<file path="src/rtl/orbit_pkg.sv">
// orbit_pkg: shared types and sizing for the orbit capture logic.
package orbit_pkg;
  localparam int NUM_PLANETS = 8;
  localparam int COORD_W = 12;
  localparam int SIZE_W = 8;
  localparam int IDX_W = $clog2(NUM_PLANETS);
  localparam int DIFF_W = COORD_W + 1;
  localparam int SQ_W = 2 * DIFF_W;
  localparam int ACC_W = SQ_W + 1;
  typedef logic signed [COORD_W-1:0] coord_t;
  typedef logic [SIZE_W-1:0] size_t;
  typedef logic [IDX_W-1:0] plan_idx_t;
  typedef enum logic [2:0] {IDLE, FETCH, SQX, SQY, SQR, DONE} scan_state_t;
  localparam plan_idx_t NO_PLANET = '1;
  localparam plan_idx_t LAST_PLANET = plan_idx_t'(NUM_PLANETS - 1);
endpackage

</file>
<file path="src/rtl/capture_scan_ctrl_if.sv">
// capture_scan_ctrl_if: scan request, vessel, planet table and result signals.
interface capture_scan_ctrl_if;
  import orbit_pkg::*;
  logic scan_start;
  coord_t vessel_x;
  coord_t vessel_y;
  size_t vessel_s;
  plan_idx_t plan_sel;
  coord_t plan_x;
  coord_t plan_y;
  size_t plan_s;
  logic busy;
  logic done;
  logic hit;
  plan_idx_t hit_idx;
  modport master (
    output scan_start, vessel_x, vessel_y, vessel_s, plan_x, plan_y, plan_s,
    input plan_sel, busy, done, hit, hit_idx
  );
  modport slave (
    input scan_start, vessel_x, vessel_y, vessel_s, plan_x, plan_y, plan_s,
    output plan_sel, busy, done, hit, hit_idx
  );
endinterface

</file>
<file path="src/rtl/sq_unit.sv">
// sq_unit: combinational signed squarer; the result is always non-negative.
module sq_unit
  import orbit_pkg::*;
(
  input  logic signed [DIFF_W-1:0] a_i,
  output logic [SQ_W-1:0] sq_o
);
  logic signed [SQ_W-1:0] a_w;
  assign a_w = SQ_W'(a_i);
  assign sq_o = $unsigned(a_w * a_w);
endmodule

</file>
<file path="src/rtl/capture_scan_ctrl.sv">
// capture_scan_ctrl: walks the planet table through one shared squarer and
// reports the lowest-index planet whose disc overlaps the vessel disc.
module capture_scan_ctrl
  import orbit_pkg::*;
(
  input logic frame_clk,
  input logic Reset,
  capture_scan_ctrl_if.slave bus
);
  scan_state_t state_q;
  logic busy_q, done_q, hit_q;
  plan_idx_t hit_idx_q, sel_q;
  coord_t vx_q, vy_q, px_q, py_q;
  size_t vs_q, ps_q;
  logic [ACC_W-1:0] acc_q;
  logic signed [DIFF_W-1:0] dx, dy, op;
  logic [SQ_W-1:0] sq;
  assign dx = DIFF_W'(px_q) - DIFF_W'(vx_q);
  assign dy = DIFF_W'(py_q) - DIFF_W'(vy_q);
  // SQR reuses the squarer for the radius sum, zero-extended into the signed operand
  always_comb begin
    op = state_q == SQX ? dx : state_q == SQY ? dy : DIFF_W'({1'b0, ps_q} + {1'b0, vs_q});
  end
  sq_unit u_sq (.a_i(op), .sq_o(sq));
  always_ff @(posedge frame_clk or posedge Reset) begin
    if (Reset) begin
      state_q <= IDLE;
      busy_q <= 1'b0;
      done_q <= 1'b0;
      hit_q <= 1'b0;
      hit_idx_q <= NO_PLANET;
      sel_q <= '0;
      vx_q <= '0;
      vy_q <= '0;
      vs_q <= '0;
      px_q <= '0;
      py_q <= '0;
      ps_q <= '0;
      acc_q <= '0;
    end else begin
      case (state_q)
        IDLE: if (bus.scan_start) begin
          vx_q <= bus.vessel_x;
          vy_q <= bus.vessel_y;
          vs_q <= bus.vessel_s;
          hit_q <= 1'b0;
          hit_idx_q <= NO_PLANET;
          sel_q <= '0;
          busy_q <= 1'b1;
          state_q <= FETCH;
        end
        FETCH: begin
          px_q <= bus.plan_x;
          py_q <= bus.plan_y;
          ps_q <= bus.plan_s;
          state_q <= SQX;
        end
        SQX: begin
          acc_q <= ACC_W'(sq);
          state_q <= SQY;
        end
        SQY: begin
          acc_q <= acc_q + ACC_W'(sq);
          state_q <= SQR;
        end
        SQR: if (acc_q <= ACC_W'(sq) || sel_q == LAST_PLANET) begin
          hit_q <= acc_q <= ACC_W'(sq);
          hit_idx_q <= acc_q <= ACC_W'(sq) ? sel_q : NO_PLANET;
          busy_q <= 1'b0;
          done_q <= 1'b1;
          state_q <= DONE;
        end else begin
          sel_q <= sel_q + 1'b1;
          state_q <= FETCH;
        end
        DONE: begin
          done_q <= 1'b0;
          state_q <= IDLE;
        end
        default: state_q <= IDLE;
      endcase
    end
  end
  assign bus.plan_sel = sel_q;
  assign bus.busy = busy_q;
  assign bus.done = done_q;
  assign bus.hit = hit_q;
  assign bus.hit_idx = hit_idx_q;
endmodule

</file>
<file path="src/flat_wrapper.sv">
// flat-port wrapper written by rule: the top's interface ports become plain ports
module capture_scan_ctrl_flat import orbit_pkg::*;
  (frame_clk, Reset, bus_scan_start, bus_vessel_x, bus_vessel_y, bus_vessel_s, bus_plan_x, bus_plan_y, bus_plan_s, bus_plan_sel, bus_busy, bus_done, bus_hit, bus_hit_idx);
  capture_scan_ctrl_if bus_i ();
  input logic frame_clk;
  input logic Reset;
  input wire logic [$bits(bus_i.scan_start)-1:0] bus_scan_start;
  input wire logic [$bits(bus_i.vessel_x)-1:0] bus_vessel_x;
  input wire logic [$bits(bus_i.vessel_y)-1:0] bus_vessel_y;
  input wire logic [$bits(bus_i.vessel_s)-1:0] bus_vessel_s;
  input wire logic [$bits(bus_i.plan_x)-1:0] bus_plan_x;
  input wire logic [$bits(bus_i.plan_y)-1:0] bus_plan_y;
  input wire logic [$bits(bus_i.plan_s)-1:0] bus_plan_s;
  output wire logic [$bits(bus_i.plan_sel)-1:0] bus_plan_sel;
  output wire logic [$bits(bus_i.busy)-1:0] bus_busy;
  output wire logic [$bits(bus_i.done)-1:0] bus_done;
  output wire logic [$bits(bus_i.hit)-1:0] bus_hit;
  output wire logic [$bits(bus_i.hit_idx)-1:0] bus_hit_idx;
  assign bus_i.scan_start = bus_scan_start;
  assign bus_i.vessel_x = bus_vessel_x;
  assign bus_i.vessel_y = bus_vessel_y;
  assign bus_i.vessel_s = bus_vessel_s;
  assign bus_i.plan_x = bus_plan_x;
  assign bus_i.plan_y = bus_plan_y;
  assign bus_i.plan_s = bus_plan_s;
  assign bus_plan_sel = bus_i.plan_sel;
  assign bus_busy = bus_i.busy;
  assign bus_done = bus_i.done;
  assign bus_hit = bus_i.hit;
  assign bus_hit_idx = bus_i.hit_idx;
  capture_scan_ctrl u_core (.frame_clk(frame_clk), .Reset(Reset), .bus(bus_i));
endmodule
</file>
<file path="config.mk">
export PLATFORM = sky130hd
export DESIGN_NAME = capture_scan_ctrl_flat
export DESIGN_NICKNAME = d
export VERILOG_FILES = /design/src/rtl/orbit_pkg.sv /design/src/rtl/capture_scan_ctrl_if.sv /design/src/rtl/sq_unit.sv /design/src/rtl/capture_scan_ctrl.sv /design/src/flat_wrapper.sv
export SDC_FILE = /design/constraint.sdc
export NUM_CORES = 1
export LEC_CHECK = 0
export ABC_AREA = 1
export CAP_MARGIN = 5
export CORE_AREA = 2 2 207 209
export CTS_CLUSTER_DIAMETER = 80
export DETAILED_ROUTE_END_ITERATION = 7
export DIE_AREA = 0 0 209 211
export GPL_TIMING_DRIVEN = 0
export PLACE_DENSITY = 0.57
export SLEW_MARGIN = 0
export SYNTH_ARGS = -nofsm -noshare
export SYNTH_HDL_FRONTEND = slang
export SYNTH_SLANG_ARGS = --single-unit
</file>
<file path="constraint.sdc">
create_clock -name frame_clk -period 11.2 [get_ports frame_clk]
set_clock_uncertainty 0.2 [all_clocks]
set_input_delay 2.8 -clock frame_clk [delete_from_list [all_inputs] [get_ports frame_clk]]
set_output_delay 2.8 -clock frame_clk [all_outputs]
set_load 0.1 [all_outputs]
</file>
==> results.json <==
{
  "async_flop_share": 1.00,
  "synth.top_cell.area_share": 0.206,
  "pin_count": 76,
  "clock-root-buffer": "clkbuf_16",
  "ys_types": 49,
  "num-fill-cells": 4351,
  "yosys_most_used_dff": "dfrtp_1",
  "fp.coreArea_um2": 41800,
  "finalSetupViolCount": 0,
  "hpwl_um": 34600,
  "synthTopCellsByCount": "nand2_1, inv_1, ha_1, fa_1, nor2_1",
  "cts_tree": "yes",
  "drc": 0,
  "cts-htree-levels": 3,
  "crit_fanout": 8,
  "crit_arrival_ns": 9.73,
  "cts-resized-gates": 0,
  "period_needed_ns": 9.62,
  "hold_class": "reg -> reg",
  "grt_max_degree": 55,
  "status": "complete, no violations",
  "grt_pass1_vias": 12800,
  "maxCapViolCount": 0,
  "dr.pass1.iters": 5,
  "initial_core_util": 0.347,
  "max_freq_ghz": 0.104,
  "io_buffers": 75,
  "tightest_slew_ns": 0.976,
  "place.gp.congestion": 0.932,
  "endpoint_kind": "register",
  "synth_top_area_cell": "fa_1",
  "grt.overflow.total": 0,
  "die_h_um": 211,
  "initialDrtViolationCount": 744,
  "clkSinkCount": 103,
  "grt_use_total": 0.192,
  "syn_area_per_cell_um2": 7.49,
  "yosys.area_share.adder": 0.340,
  "row_count": 75,
  "hold_buffers": 0,
  "rsz0062_at_grt": "no",
  "clock_path_buffers": 2,
  "antenna_found_initial": 0,
  "synthMuxAreaShare": 0.0225,
  "cp_common_cell": "nand2_1",
  "vias_per_cell": 4.87,
  "synth_nets": 2309,
  "vias": 12500,
  "die_x_um": 209,
  "synth.area.top_cells": "fa_1, dfrtp_1, ha_1, nand2_1, inv_1",
  "slew_violations": 0,
  "postCtsSetupRepairBufs": 0,
  "yosysMostFrequentCell": "nand2_1",
  "critPathSlowestCell": "fa_1",
  "timing.final.ws_setup_ns": 1.58,
  "wirelength_um": 41000,
  "slowest_delay_ns": 0.58,
  "critPathRequiredTime_ns": 11.32,
  "fin_crit_sh": 0.859,
  "hold_violations": 0,
  "die_area_um2": 44100,
  "finalSetupTns_ns": 0,
  "path_class": "reg -> reg",
  "synth_top_family_by_area": "adder cells",
  "dp_slack_ns": 1.63,
  "ant_nets": 0,
  "wire_per_inst_um": 16.0,
  "synth_xor_area_frac": 0.0175,
  "finalNetCount": 2396,
  "grt_pass1_wl_um": 66800,
  "ys_warn_count": 0,
  "synth_compound_area_frac": 0.0849,
  "drive_gt1_frac": 0.0611,
  "synth_edf_count": 0,
  "worst_setup_path_start_kind": "register",
  "synth_seq_area_share": 0.178,
  "path_clk_slew_ns": 0.08,
  "slew_headroom": 0.348,
  "area_delta_synth_final_pct": 12.5,
  "ys_seq_elements": 103,
  "netlist_area_um2": 14500,
  "yosys.area_share.simple": 0.239,
  "diodes": 0,
  "cts_buffers": 9,
  "clk_latency_ns": 0.38,
  "synth_cells": 1937
}
state kept, by name (all words and copies together) (netlist names):
name	count
u_core.bus.busy	1
u_core.acc_q	27
u_core.bus.hit_idx	3
u_core.state_q	3
u_core.vx_q	12
u_core.px_q	12
u_core.vs_q	8
u_core.ps_q	8
u_core.py_q	12
u_core.bus.hit	1
u_core.bus.plan_sel	3
u_core.bus.done	1
u_core.vy_q	12
per-layer routing:
metal / track usage / vias up / part of all wire
met3: 0.0274 / 39 / 0.037
li1: - / 6213 / -
met5: 0 / - / 0
met4: 0.0421 / 0 / 0.019
met2: 0.340 / 235 / 0.49
met1: 0.248 / 6014 / 0.46
metrics by stage:
step / area (um^2) / hold WS (ns) / cells / utilization
2_1_floorplan: 14500 / 0.253 / 1937 / -
3_3_place_gp: 15900 / 0.273 / 2551 / 0.381
3_5_place_dp: 16000 / 0.270 / 2552 / 0.382
4_1_cts: 16300 / 0.293 / 2568 / 0.391
5_1_grt: 16300 / 0.309 / 2568 / 0.391
6_report: 16300 / 0.289 / 2568 / 0.391
final cells by class:
type / count / area [um^2] / area share
Multi-Input combinational cell: 1398 / 10200 / 0.627
Sequential cell: 103 / 2580 / 0.158
Inverter: 408 / 1540 / 0.0947
Timing Repair Buffer: 76 / 778 / 0.0477
Tap cell: 539 / 674 / 0.0414
Clock buffer: 9 / 225 / 0.0138
Buffer: 28 / 161 / 0.00990
Clock inverter: 7 / 126 / 0.00775
worst paths after layout:
path	start	endpoint	slack (ns)	cells after the start
setup reg to reg	u_core.py_q[0]	u_core.bus.hit_idx[2]	1.58	43
min in group asynchronous	Reset	u_core.vx_q[0]	2.66	2
setup / recovery	u_core.py_q[0]	u_core.bus.hit_idx[2]	1.58	43
hold / removal	u_core.vs_q[4]	u_core.vs_q[4]	0.29	2
hold reg to reg	u_core.vs_q[4]	u_core.vs_q[4]	0.29	2
max in group asynchronous	Reset	u_core.bus.hit_idx[1]	7.37	3
cell families after synthesis:
family,after synthesis
AND/OR/NAND/NOR,816
buffers and inverters,436
multiplexers,29
XOR/XNOR,29
AO/OA/AOI/OAI,219
adder cells (fa/ha/maj),305
flip-flops,103
cell usage in the layout, fill, tap and decap left out, types with 13 or more instances in the layout:
cell type and count:
nand2_1 468, inv_1 388, ha_1 156, fa_1 149, nor2_1 142, nand3_1 115, dfrtp_1 100, a21oi_1 89
o21ai_0 75, clkdlybuf4s50_1 75, nand4_1 30, mux2_2 29, xor2_1 16, inv_2 15, buf_2 14, o21bai_1 14
nor3_1 14, xnor2_1 13
critical path: cells and delay by family, from the launching register on:
kind	cells	cell delay, ns
xor+xnor	1	0.18
fa+ha+maj	10	4.41
buf+inv	10	1.11
flops	1	0.37
simple gates	22	3.26
Power is not shown: default switching activity piles up to over one toggle a cycle in this logic, so the estimate is an artifact.
